[config.mk]
export PLATFORM = sky130hd
export DESIGN_NAME = hazard_ctrl_flat
export DESIGN_NICKNAME = d
export VERILOG_FILES = /design/src/rtl/hazard_pkg.sv /design/src/rtl/hazard_ctrl_if.sv /design/src/rtl/hazard_ctrl_mdu_timer.sv /design/src/rtl/hazard_ctrl.sv /design/src/flat_wrapper.sv
export SDC_FILE = /design/constraint.sdc
export NUM_CORES = 1
export LEC_CHECK = 0
export CAP_MARGIN = 20
export CELL_PAD_IN_SITES_DETAIL_PLACEMENT = 1
export CELL_PAD_IN_SITES_GLOBAL_PLACEMENT = 2
export CORE_MARGIN = 10
export CORE_UTILIZATION = 28
export CTS_CLUSTER_SIZE = 30
export DETAILED_ROUTE_END_ITERATION = 12
export HOLD_SLACK_MARGIN = 0.05
export PLACE_DENSITY_LB_ADDON = 0.1
export SLEW_MARGIN = 10
export SYNTH_ARGS = -nofsm -noshare
export SYNTH_HDL_FRONTEND = slang
export SYNTH_SLANG_ARGS = --single-unit
export TNS_END_PERCENT = 5
[constraint.sdc]
create_clock -name clock -period 3.4 [get_ports clock]
set_input_delay 0.68 -clock clock [delete_from_list [all_inputs] [get_ports clock]]
set_output_delay 0.68 -clock clock [all_outputs]
set_load 0.01 [all_outputs]
[src/rtl/hazard_pkg.sv]
// Shared types and constants for the pipeline hazard controller.
// Pure declarations; no logic and no latency.
// No handshake; consumed by hazard_ctrl, mdu_timer and the hazard interface.
package hazard_pkg;

  // Register-number width of the integer register file
  localparam int REG_W          = 5;
  // Default multiply/divide occupancy in cycles (legal 1..255)
  localparam int MDU_CYCLES_DEF = 32;
  // Width of the multicycle occupancy down-counter
  localparam int CNT_W          = 8;

  typedef enum logic {
    ST_RUN      = 1'b0,
    ST_MDU_WAIT = 1'b1
  } hz_state_t;

endpackage

[src/rtl/hazard_ctrl_if.sv]
// Bundle of pipeline status inputs and per-stage control outputs of the hazard controller.
// Wires only; no latency.
// No backpressure of its own; the enables it carries are the pipeline's backpressure.
interface hazard_ctrl_if;
  import hazard_pkg::*;

  // Status from the pipeline
  logic [REG_W-1:0] id_rs;
  logic [REG_W-1:0] id_rt;
  logic             id_use_rs;
  logic             id_use_rt;
  logic [REG_W-1:0] ex_rd;
  logic             ex_memread;
  logic             ex_branch;
  logic             ex_zero;
  logic             ex_mdu_start;
  logic             mem_stall;

  // Control back to the pipeline
  logic             pc_wen;
  logic             ifid_wen;
  logic             idex_wen;
  logic             exmem_wen;
  logic             memwb_wen;
  logic             ifid_flush;
  logic             idex_flush;
  logic             exmem_flush;
  logic             mdu_busy;
  logic [15:0]      stall_count;

  // Pipeline side: reports status, obeys enables/flushes
  modport master (
    output id_rs, id_rt, id_use_rs, id_use_rt, ex_rd, ex_memread,
           ex_branch, ex_zero, ex_mdu_start, mem_stall,
    input  pc_wen, ifid_wen, idex_wen, exmem_wen, memwb_wen,
           ifid_flush, idex_flush, exmem_flush, mdu_busy, stall_count
  );

  // Controller side: observes status, drives enables/flushes
  modport slave (
    input  id_rs, id_rt, id_use_rs, id_use_rt, ex_rd, ex_memread,
           ex_branch, ex_zero, ex_mdu_start, mem_stall,
    output pc_wen, ifid_wen, idex_wen, exmem_wen, memwb_wen,
           ifid_flush, idex_flush, exmem_flush, mdu_busy, stall_count
  );

endinterface

[src/rtl/hazard_ctrl_mdu_timer.sv]
// Tracks multicycle multiply/divide occupancy: RUN/MDU_WAIT state plus down-counter.
// State visible the cycle after a start is accepted; counter loads MDU_CYCLES-1.
// i_hold freezes state and counter entirely (memory stall).
module mdu_timer
  import hazard_pkg::*;
#(
  parameter int MDU_CYCLES = MDU_CYCLES_DEF
) (
  input  logic             clock,
  input  logic             reset,
  input  logic             i_hold,
  input  logic             i_start,
  output hz_state_t        o_state,
  output logic [CNT_W-1:0] o_cnt
);

  hz_state_t        r_state;
  logic [CNT_W-1:0] r_cnt;
  hz_state_t        w_state_nxt;
  logic [CNT_W-1:0] w_cnt_nxt;

  // State and counter registers; reset aborts any wait in progress
  always_ff @(posedge clock) begin
    if (reset) begin
      r_state <= ST_RUN;
      r_cnt   <= '0;
    end else begin
      r_state <= w_state_nxt;
      r_cnt   <= w_cnt_nxt;
    end
  end

  // Next state: load on start in RUN, count down while waiting, leave at zero
  always_comb begin
    w_state_nxt = r_state;
    w_cnt_nxt   = r_cnt;
    if (!i_hold) begin
      case (r_state)
        ST_RUN: begin
          if (i_start) begin
            w_state_nxt = ST_MDU_WAIT;
            w_cnt_nxt   = CNT_W'(MDU_CYCLES - 1);
          end
        end
        ST_MDU_WAIT: begin
          if (r_cnt != '0) begin
            w_cnt_nxt = r_cnt - 1'b1;
          end else begin
            w_state_nxt = ST_RUN;
          end
        end
        default: begin
          w_state_nxt = ST_RUN;
          w_cnt_nxt   = '0;
        end
      endcase
    end
  end

  assign o_state = r_state;
  assign o_cnt   = r_cnt;

endmodule

[src/rtl/hazard_ctrl.sv]
// Pipeline hazard controller: load-use, taken branch, multicycle MDU and memory stalls.
// Enables/flushes are combinational from registered state and current inputs (zero latency).
// mem_stall freezes every pipeline register and the MDU timer; nothing is flushed.
module hazard_ctrl
  import hazard_pkg::*;
#(
  parameter int MDU_CYCLES = MDU_CYCLES_DEF
) (
  input  logic          clock,
  input  logic          reset,
  hazard_ctrl_if.slave  hz
);

  hz_state_t        w_state;
  logic [CNT_W-1:0] w_cnt;
  logic             w_mdu_stall;
  logic             w_mdu_held;
  logic             w_branch_taken;
  logic             w_load_use;
  logic             w_rs_hit;
  logic             w_rt_hit;

  logic             w_pc_wen;
  logic             w_ifid_wen;
  logic             w_idex_wen;
  logic             w_exmem_wen;
  logic             w_memwb_wen;
  logic             w_ifid_flush;
  logic             w_idex_flush;
  logic             w_exmem_flush;
  logic             w_mdu_busy;

  logic [15:0]      r_stall_count;

  mdu_timer #(
    .MDU_CYCLES (MDU_CYCLES)
  ) u_mdu_timer (
    .clock   (clock),
    .reset   (reset),
    .i_hold  (hz.mem_stall),
    .i_start (hz.ex_mdu_start),
    .o_state (w_state),
    .o_cnt   (w_cnt)
  );

  // Stall sources; a start outside RUN is ignored because the release cycle follows RUN rules
  assign w_mdu_held     = (w_state == ST_MDU_WAIT) && (w_cnt != '0);
  assign w_mdu_stall    = ((w_state == ST_RUN) && hz.ex_mdu_start) || w_mdu_held;
  assign w_branch_taken = hz.ex_branch && hz.ex_zero;
  assign w_rs_hit       = hz.id_use_rs && (hz.id_rs == hz.ex_rd);
  assign w_rt_hit       = hz.id_use_rt && (hz.id_rt == hz.ex_rd);
  assign w_load_use     = hz.ex_memread && (hz.ex_rd != '0) && (w_rs_hit || w_rt_hit);

  // Output decode in priority order: reset, memory stall, MDU, taken branch, load-use
  always_comb begin
    w_pc_wen      = 1'b1;
    w_ifid_wen    = 1'b1;
    w_idex_wen    = 1'b1;
    w_exmem_wen   = 1'b1;
    w_memwb_wen   = 1'b1;
    w_ifid_flush  = 1'b0;
    w_idex_flush  = 1'b0;
    w_exmem_flush = 1'b0;
    w_mdu_busy    = 1'b0;
    if (reset) begin
      w_pc_wen      = 1'b0;
      w_ifid_wen    = 1'b0;
      w_idex_wen    = 1'b0;
      w_exmem_wen   = 1'b0;
      w_memwb_wen   = 1'b0;
      w_ifid_flush  = 1'b1;
      w_idex_flush  = 1'b1;
      w_exmem_flush = 1'b1;
    end else if (hz.mem_stall) begin
      w_pc_wen      = 1'b0;
      w_ifid_wen    = 1'b0;
      w_idex_wen    = 1'b0;
      w_exmem_wen   = 1'b0;
      w_memwb_wen   = 1'b0;
      w_mdu_busy    = w_mdu_held;
    end else if (w_mdu_stall) begin
      // Hold front end, bubble into EX/MEM, let older instructions drain
      w_pc_wen      = 1'b0;
      w_ifid_wen    = 1'b0;
      w_idex_wen    = 1'b0;
      w_exmem_flush = 1'b1;
      w_mdu_busy    = 1'b1;
    end else if (w_branch_taken) begin
      w_ifid_flush  = 1'b1;
      w_idex_flush  = 1'b1;
    end else if (w_load_use) begin
      w_pc_wen      = 1'b0;
      w_ifid_wen    = 1'b0;
      w_idex_flush  = 1'b1;
    end
  end

  // Saturating count of cycles in which the PC did not advance
  always_ff @(posedge clock) begin
    if (reset) begin
      r_stall_count <= '0;
    end else if (!w_pc_wen && (r_stall_count != 16'hFFFF)) begin
      r_stall_count <= r_stall_count + 16'd1;
    end
  end

  assign hz.pc_wen      = w_pc_wen;
  assign hz.ifid_wen    = w_ifid_wen;
  assign hz.idex_wen    = w_idex_wen;
  assign hz.exmem_wen   = w_exmem_wen;
  assign hz.memwb_wen   = w_memwb_wen;
  assign hz.ifid_flush  = w_ifid_flush;
  assign hz.idex_flush  = w_idex_flush;
  assign hz.exmem_flush = w_exmem_flush;
  assign hz.mdu_busy    = w_mdu_busy;
  assign hz.stall_count = r_stall_count;

endmodule

[src/flat_wrapper.sv]
// flat-port wrapper written by rule: the top's interface ports become plain ports
module hazard_ctrl_flat import hazard_pkg::*;
#(
  parameter int MDU_CYCLES = MDU_CYCLES_DEF
)
  (clock, reset, hz_id_rs, hz_id_rt, hz_id_use_rs, hz_id_use_rt, hz_ex_rd, hz_ex_memread, hz_ex_branch, hz_ex_zero, hz_ex_mdu_start, hz_mem_stall, hz_pc_wen, hz_ifid_wen, hz_idex_wen, hz_exmem_wen, hz_memwb_wen, hz_ifid_flush, hz_idex_flush, hz_exmem_flush, hz_mdu_busy, hz_stall_count);
  hazard_ctrl_if hz_i ();
  input  logic clock;
  input  logic reset;
  input wire logic [$bits(hz_i.id_rs)-1:0] hz_id_rs;
  input wire logic [$bits(hz_i.id_rt)-1:0] hz_id_rt;
  input wire logic [$bits(hz_i.id_use_rs)-1:0] hz_id_use_rs;
  input wire logic [$bits(hz_i.id_use_rt)-1:0] hz_id_use_rt;
  input wire logic [$bits(hz_i.ex_rd)-1:0] hz_ex_rd;
  input wire logic [$bits(hz_i.ex_memread)-1:0] hz_ex_memread;
  input wire logic [$bits(hz_i.ex_branch)-1:0] hz_ex_branch;
  input wire logic [$bits(hz_i.ex_zero)-1:0] hz_ex_zero;
  input wire logic [$bits(hz_i.ex_mdu_start)-1:0] hz_ex_mdu_start;
  input wire logic [$bits(hz_i.mem_stall)-1:0] hz_mem_stall;
  output wire logic [$bits(hz_i.pc_wen)-1:0] hz_pc_wen;
  output wire logic [$bits(hz_i.ifid_wen)-1:0] hz_ifid_wen;
  output wire logic [$bits(hz_i.idex_wen)-1:0] hz_idex_wen;
  output wire logic [$bits(hz_i.exmem_wen)-1:0] hz_exmem_wen;
  output wire logic [$bits(hz_i.memwb_wen)-1:0] hz_memwb_wen;
  output wire logic [$bits(hz_i.ifid_flush)-1:0] hz_ifid_flush;
  output wire logic [$bits(hz_i.idex_flush)-1:0] hz_idex_flush;
  output wire logic [$bits(hz_i.exmem_flush)-1:0] hz_exmem_flush;
  output wire logic [$bits(hz_i.mdu_busy)-1:0] hz_mdu_busy;
  output wire logic [$bits(hz_i.stall_count)-1:0] hz_stall_count;
  assign hz_i.id_rs = hz_id_rs;
  assign hz_i.id_rt = hz_id_rt;
  assign hz_i.id_use_rs = hz_id_use_rs;
  assign hz_i.id_use_rt = hz_id_use_rt;
  assign hz_i.ex_rd = hz_ex_rd;
  assign hz_i.ex_memread = hz_ex_memread;
  assign hz_i.ex_branch = hz_ex_branch;
  assign hz_i.ex_zero = hz_ex_zero;
  assign hz_i.ex_mdu_start = hz_ex_mdu_start;
  assign hz_i.mem_stall = hz_mem_stall;
  assign hz_pc_wen = hz_i.pc_wen;
  assign hz_ifid_wen = hz_i.ifid_wen;
  assign hz_idex_wen = hz_i.idex_wen;
  assign hz_exmem_wen = hz_i.exmem_wen;
  assign hz_memwb_wen = hz_i.memwb_wen;
  assign hz_ifid_flush = hz_i.ifid_flush;
  assign hz_idex_flush = hz_i.idex_flush;
  assign hz_exmem_flush = hz_i.exmem_flush;
  assign hz_mdu_busy = hz_i.mdu_busy;
  assign hz_stall_count = hz_i.stall_count;
  hazard_ctrl #(.MDU_CYCLES(MDU_CYCLES)) u_core (.clock(clock), .reset(reset), .hz(hz_i));
endmodule
* Yosys cells after proc, flatten, opt, wreduce, memory -nomap -nowiden *
Cells that the tools add are included.

word-level totals
  output and inout port bits = 25
  input port bits = 24
  flip-flop bits (word level) = 25
  word-level logic and storage cells = 56

operators by class
  bitwise operators = 2
  add/subtract/negate cells = 2
  equal/unequal tests = 5
  reductions and logical operators = 14
  multiplexer cells = 30

operators by type and width
  kind                   number
  $mux 1                 26
  $add 16x1->16 const B  1
  $mux 8                 2
  $ne 16x16->1 const B   1
  $pmux 8 s2             1
  $eq 5x5->1             2
  $logic_and 1x1->1      8
  $reduce_bool 8->1      1
  $sub 8x1->8 const B    1
  $reduce_bool 5->1      1
  $reduce_and 3->1       1
  $logic_or 1x1->1       2
  $ne 2x1->1 const B     1
  $ne 2x2->1 const B     1
  $not 1->1              2
  $pmux 1 s2             1
  $logic_not 1->1        1

* Longest topological paths before layout *
  depth after elaboration = 11
  depth in mapped cells = 10

* By module *
From an unflattened synthesis, not the netlist that was laid out.

unflattened totals
  cell total of the unflattened synthesis = 196
  area total of the unflattened synthesis = 1699.1 sq um

modules (own cells, without submodules)
  module       area each (sq um)  instances  cells each  sequential area each (sq um)
  hazard_ctrl  1196.1             1          138         320.3
  mdu_timer    503.0              1          58          180.2

* Least setup slack after synthesis *
Ideal clock, no wire load.

  path type = input-to-output
  start = input hz_ex_rd[1]
  end = output hz_pc_wen
  arrival = 1.985 ns
  slack = 0.735 ns
  stages on the path = 6
  path buffers = 3
  cell sequence = or4_1 o21a_1 a31oi_2 buf_6 buf_8 buf_4

on the way
  longest elaborated chain between the ends = 9
  elaborated cells on any way between the ends = 13

RTL lines
  element                                      line                                  source
  from (decl)                                  flat_wrapper.sv:14                    input wire logic [$bits(hz_i.ex_rd)-1:0] hz_ex_rd;
  $eq 5x5->1, on equally long branches         hazard_ctrl.sv:50, hazard_ctrl.sv:51
  $logic_and 1x1->1, on equally long branches  hazard_ctrl.sv:50, hazard_ctrl.sv:51
  $logic_or 1x1->1                             hazard_ctrl.sv:52                     assign w_load_use = hz.ex_memread && (hz.ex_rd != '0) && (w_rs_hit || w_rt_hit);
  $logic_and 1x1->1 *                          hazard_ctrl.sv:52
  $mux 1 * (5 in a row)                        --
  to (decl)                                    flat_wrapper.sv:20                    output wire logic [$bits(hz_i.pc_wen)-1:0] hz_pc_wen;

Every way passes the cells marked *; elsewhere a longest branch is shown, timed or not.

* Worst setup path in the final report *
  start = input hz_ex_rd[1]
  end = output hz_pc_wen

on the way
  longest elaborated chain between the ends = 9
  elaborated cells on any way between the ends = 13

RTL lines
  element                                      line                                  source
  $eq 5x5->1, on equally long branches         hazard_ctrl.sv:50, hazard_ctrl.sv:51
  $logic_and 1x1->1, on equally long branches  hazard_ctrl.sv:50, hazard_ctrl.sv:51
  $logic_or 1x1->1                             hazard_ctrl.sv:52
  $logic_and 1x1->1 *                          hazard_ctrl.sv:52
  $mux 1 *                                     hazard_ctrl.sv:91                     end else if (w_load_use) begin
  $mux 1 *                                     hazard_ctrl.sv:88                     end else if (w_branch_taken) begin
  $mux 1 *                                     hazard_ctrl.sv:81                     end else if (w_mdu_stall) begin
  $mux 1 *                                     hazard_ctrl.sv:74                     end else if (hz.mem_stall) begin
  $mux 1 *                                     hazard_ctrl.sv:65                     if (reset) begin

Marks and branches as above.

==> metrics <==
run status=complete, no violations; floorplan die area=9010 µm²; top cell type's share of synthesized area=0.318; Post-CTS Setup Bufs=0; clk sink count=25; wire length of the first global-routing pass=8.07 mm; sequential fraction of the synthesis area=0.318; most frequently used cell type in the post-synthesis netlist=dfxtp_1; Initial Utilization=0.287; worst setup skew after layout=0.00901 ns; final critical delay including setup and external delays=3.18 ns; initial drt markers=28; startpoint types=input port; Final ANT Viol Nets=0; most used routing layer in global routing=met2; worst-case register-to-register setup slack=0.92 ns; fraction of registers with async set/reset=0; met3 usage in global routing=0.0373; TritonCTS Buffers=3; final weighted congestion of routability-driven global placement=0.697; portion of the clock cycle consumed by the worst path in the final layout=0.937; Final Hold Vio Count=0; top_reg_cell synth=dfxtp_1; endpoint required time on the critical path=2.72 ns; H-tree Lvls=1; Detailed Routing Iterations Pass 1=3; Root Driver=clkbuf_8; # hold bufs at CTS=0; number of core rows=27; worst vdd ir=0.175 mV; I/O pin cnt=49; Post-synth EDFFs=0; final core occ=0.398; TritonCTS clock tree=built; Cell Area, Synth=1570 µm²; worst slew pin tran=0.920 ns; P_leak=0.741 nW; Hold/Removal Path Class=reg -> reg; number of global-route vias before repair=1704; total number of yosys warnings=0; Antenna Cells=0; critical path type=in -> out; total count of max-transition violations in the final report=0; commonest cells in the synthesized netlist=dfxtp_1, a21oi_1, nor2_1; net count after synthesis=211; detailed-route vias per instance=5.03; vias after detailed routing=1540; post-route DRC violation count=0; post-synthesis to final-layout area growth=38.8%; layout cell share with drive strength beyond 1=0.128; Cell variety after synth=45; met1 Track Usage GR=0.114; overall fraction of global-route tracks in use=0.108; main area contributors after synthesis=dfxtp_1, xnor2_1, a21oi_1; Final Cell Area=2180 µm²; Rel. slew slack=0.386; synthesized area divided by synthesized cell count=8.54 µm²; standard cell area after detailed placement=2140 µm²; highest attainable clock frequency=0.314 GHz; capturing element type of the critical path=output port; data arrival at the endpoint of the critical path=2.50 ns; Net count, final=262; deepest clock path buffer count=2; accumulated negative setup slack=0 ns; detail-routed net length per standard cell=15.4 µm; port bufs=48; clock edge transition at the registers on the reported setup and hold paths=0.09 ns; pin count of the biggest net entering global routing=34; pwr/cell area=309 nW/µm²; detailed placement HPWL=3.72 mm; cell accounting for the most synthesized area=dfxtp_1; maxcap violations=0; unrepaired setup endpoints after global routing=false; Mapped Cells=184; die height=94.9 µm; global routing met2 resource utilization=0.205; GRT overflow=0; Core Box Area=5470 µm²; clock latency on the worst-skew pair=0.27 ns; final number of setup-violating endpoints=0; Die Width=94.9 µm; final routed wirelength across all metal layers=4.72 mm; register bit total from synthesis=25; initial antenna violation count=0; number of filler instances in the final layout=648; largest fanout on the critical path=8
==> sequential cells by signal, summed over array words and instances (netlist names) <==
name	cells
u_core.u_mdu_timer.o_cnt	8
u_core.hz.stall_count	16
u_core.u_mdu_timer.o_state	1
==> worst paths after layout <==
kind / startpoint / to / cells past startpoint
worst min-delay path: u_core.hz.stall_count[12]$_SDFFE_PP0P_ / u_core.hz.stall_count[12]$_SDFFE_PP0P_ / 2
worst max register to register: u_core.u_mdu_timer.o_cnt[0]$_SDFFE_PP0P_ / u_core.hz.stall_count[3]$_SDFFE_PP0P_ / 10
worst min register to register: u_core.hz.stall_count[12]$_SDFFE_PP0P_ / u_core.hz.stall_count[12]$_SDFFE_PP0P_ / 2
worst max-delay path: hz_ex_rd[1] / hz_pc_wen / 6
==> worst max-delay path, cell delays in order <==
cell and delay, ns:
clkdlybuf4s50_1 0.42, or4_1 0.53, o21a_1 0.21, a31oi_2 0.20, buf_4 0.18, dlygate4sd2_1 0.27
==> per-stage QoR <==
stage / hold WS (ns) / power, mW / cells / setup WS [ns]
floorplan: 0.489 / 0.426 / 184 / 0.735
global placement: 0.474 / 0.499 / 302 / -0.0528
detailed placement: 0.498 / 0.506 / 302 / -0.0638
CTS: 0.512 / 0.687 / 306 / 0.0825
global route: 0.539 / 0.718 / 306 / 0.138
finish: 0.506 / 0.674 / 306 / 0.215
==> per-layer routing <==
layer / part of all wire / vias to the layer above
li1: - / 767
met1: 0.42 / 741
met2: 0.50 / 30
met3: 0.073 / 2
met4: 0.0047 / 0
met5: 0 / -
==> where the power goes <==
part | switching [mW] | total, mW | internal, mW
sequential | 0.0173 | 0.325 | 0.308
combinational | 0.0777 | 0.171 | 0.0929
clock | 0.0943 | 0.178 | 0.0837
total | 0.189 | 0.674 | 0.485
==> cell families (layout without fill, tap and decap cells) <==
kind of cell,after synthesis,after routing,synth area share
flops,25,25,0.318
compound gates,36,36,0.152
buf+inv,15,65,0.0565
simple gates,85,85,0.322
mux,4,4,0.0382
xor+xnor,16,16,0.0892
fa+ha+maj,3,3,0.0239
==> cell usage in the layout (no fill, tap or decap), types with 2 or more instances in the layout <==
cell type	n
nand3b_1	2
clkdlybuf4s50_1	45
xnor2_1	10
nor3_1	4
dfxtp_1	25
or2_2	2
nand3_1	9
clkbuf_8	3
o31ai_1	8
dlygate4sd2_1	2
xor2_1	6
ha_1	3
nor4_2	4
nor2b_1	7
nor2_1	16
inv_1	4
mux2_4	4
nand2_1	15
a21oi_1	16
or4_1	10
o21ai_1	3
o41ai_1	2
buf_4	9
nand4_1	3
==> final cells by class <==
| type | instances | area (µm²) | share of cell area |
|---|---|---|---|
| timing repair buffer | 57 | 548 | 0.251 |
| multi-input combinational | 144 | 982 | 0.450 |
| sequential | 25 | 500 | 0.229 |
| tap | 72 | 90.1 | 0.0413 |
| inverter | 4 | 15.0 | 0.00688 |
| clock buffer | 4 | 45.0 | 0.0207 |
==> what timing repair did <==
item / CTS / global route
cloned: 0 / 0
setup endpoints to repair: 2 / 1
gates resized for setup: 2 / 1
No activity file was read; power rests on OpenSTA's default activity.
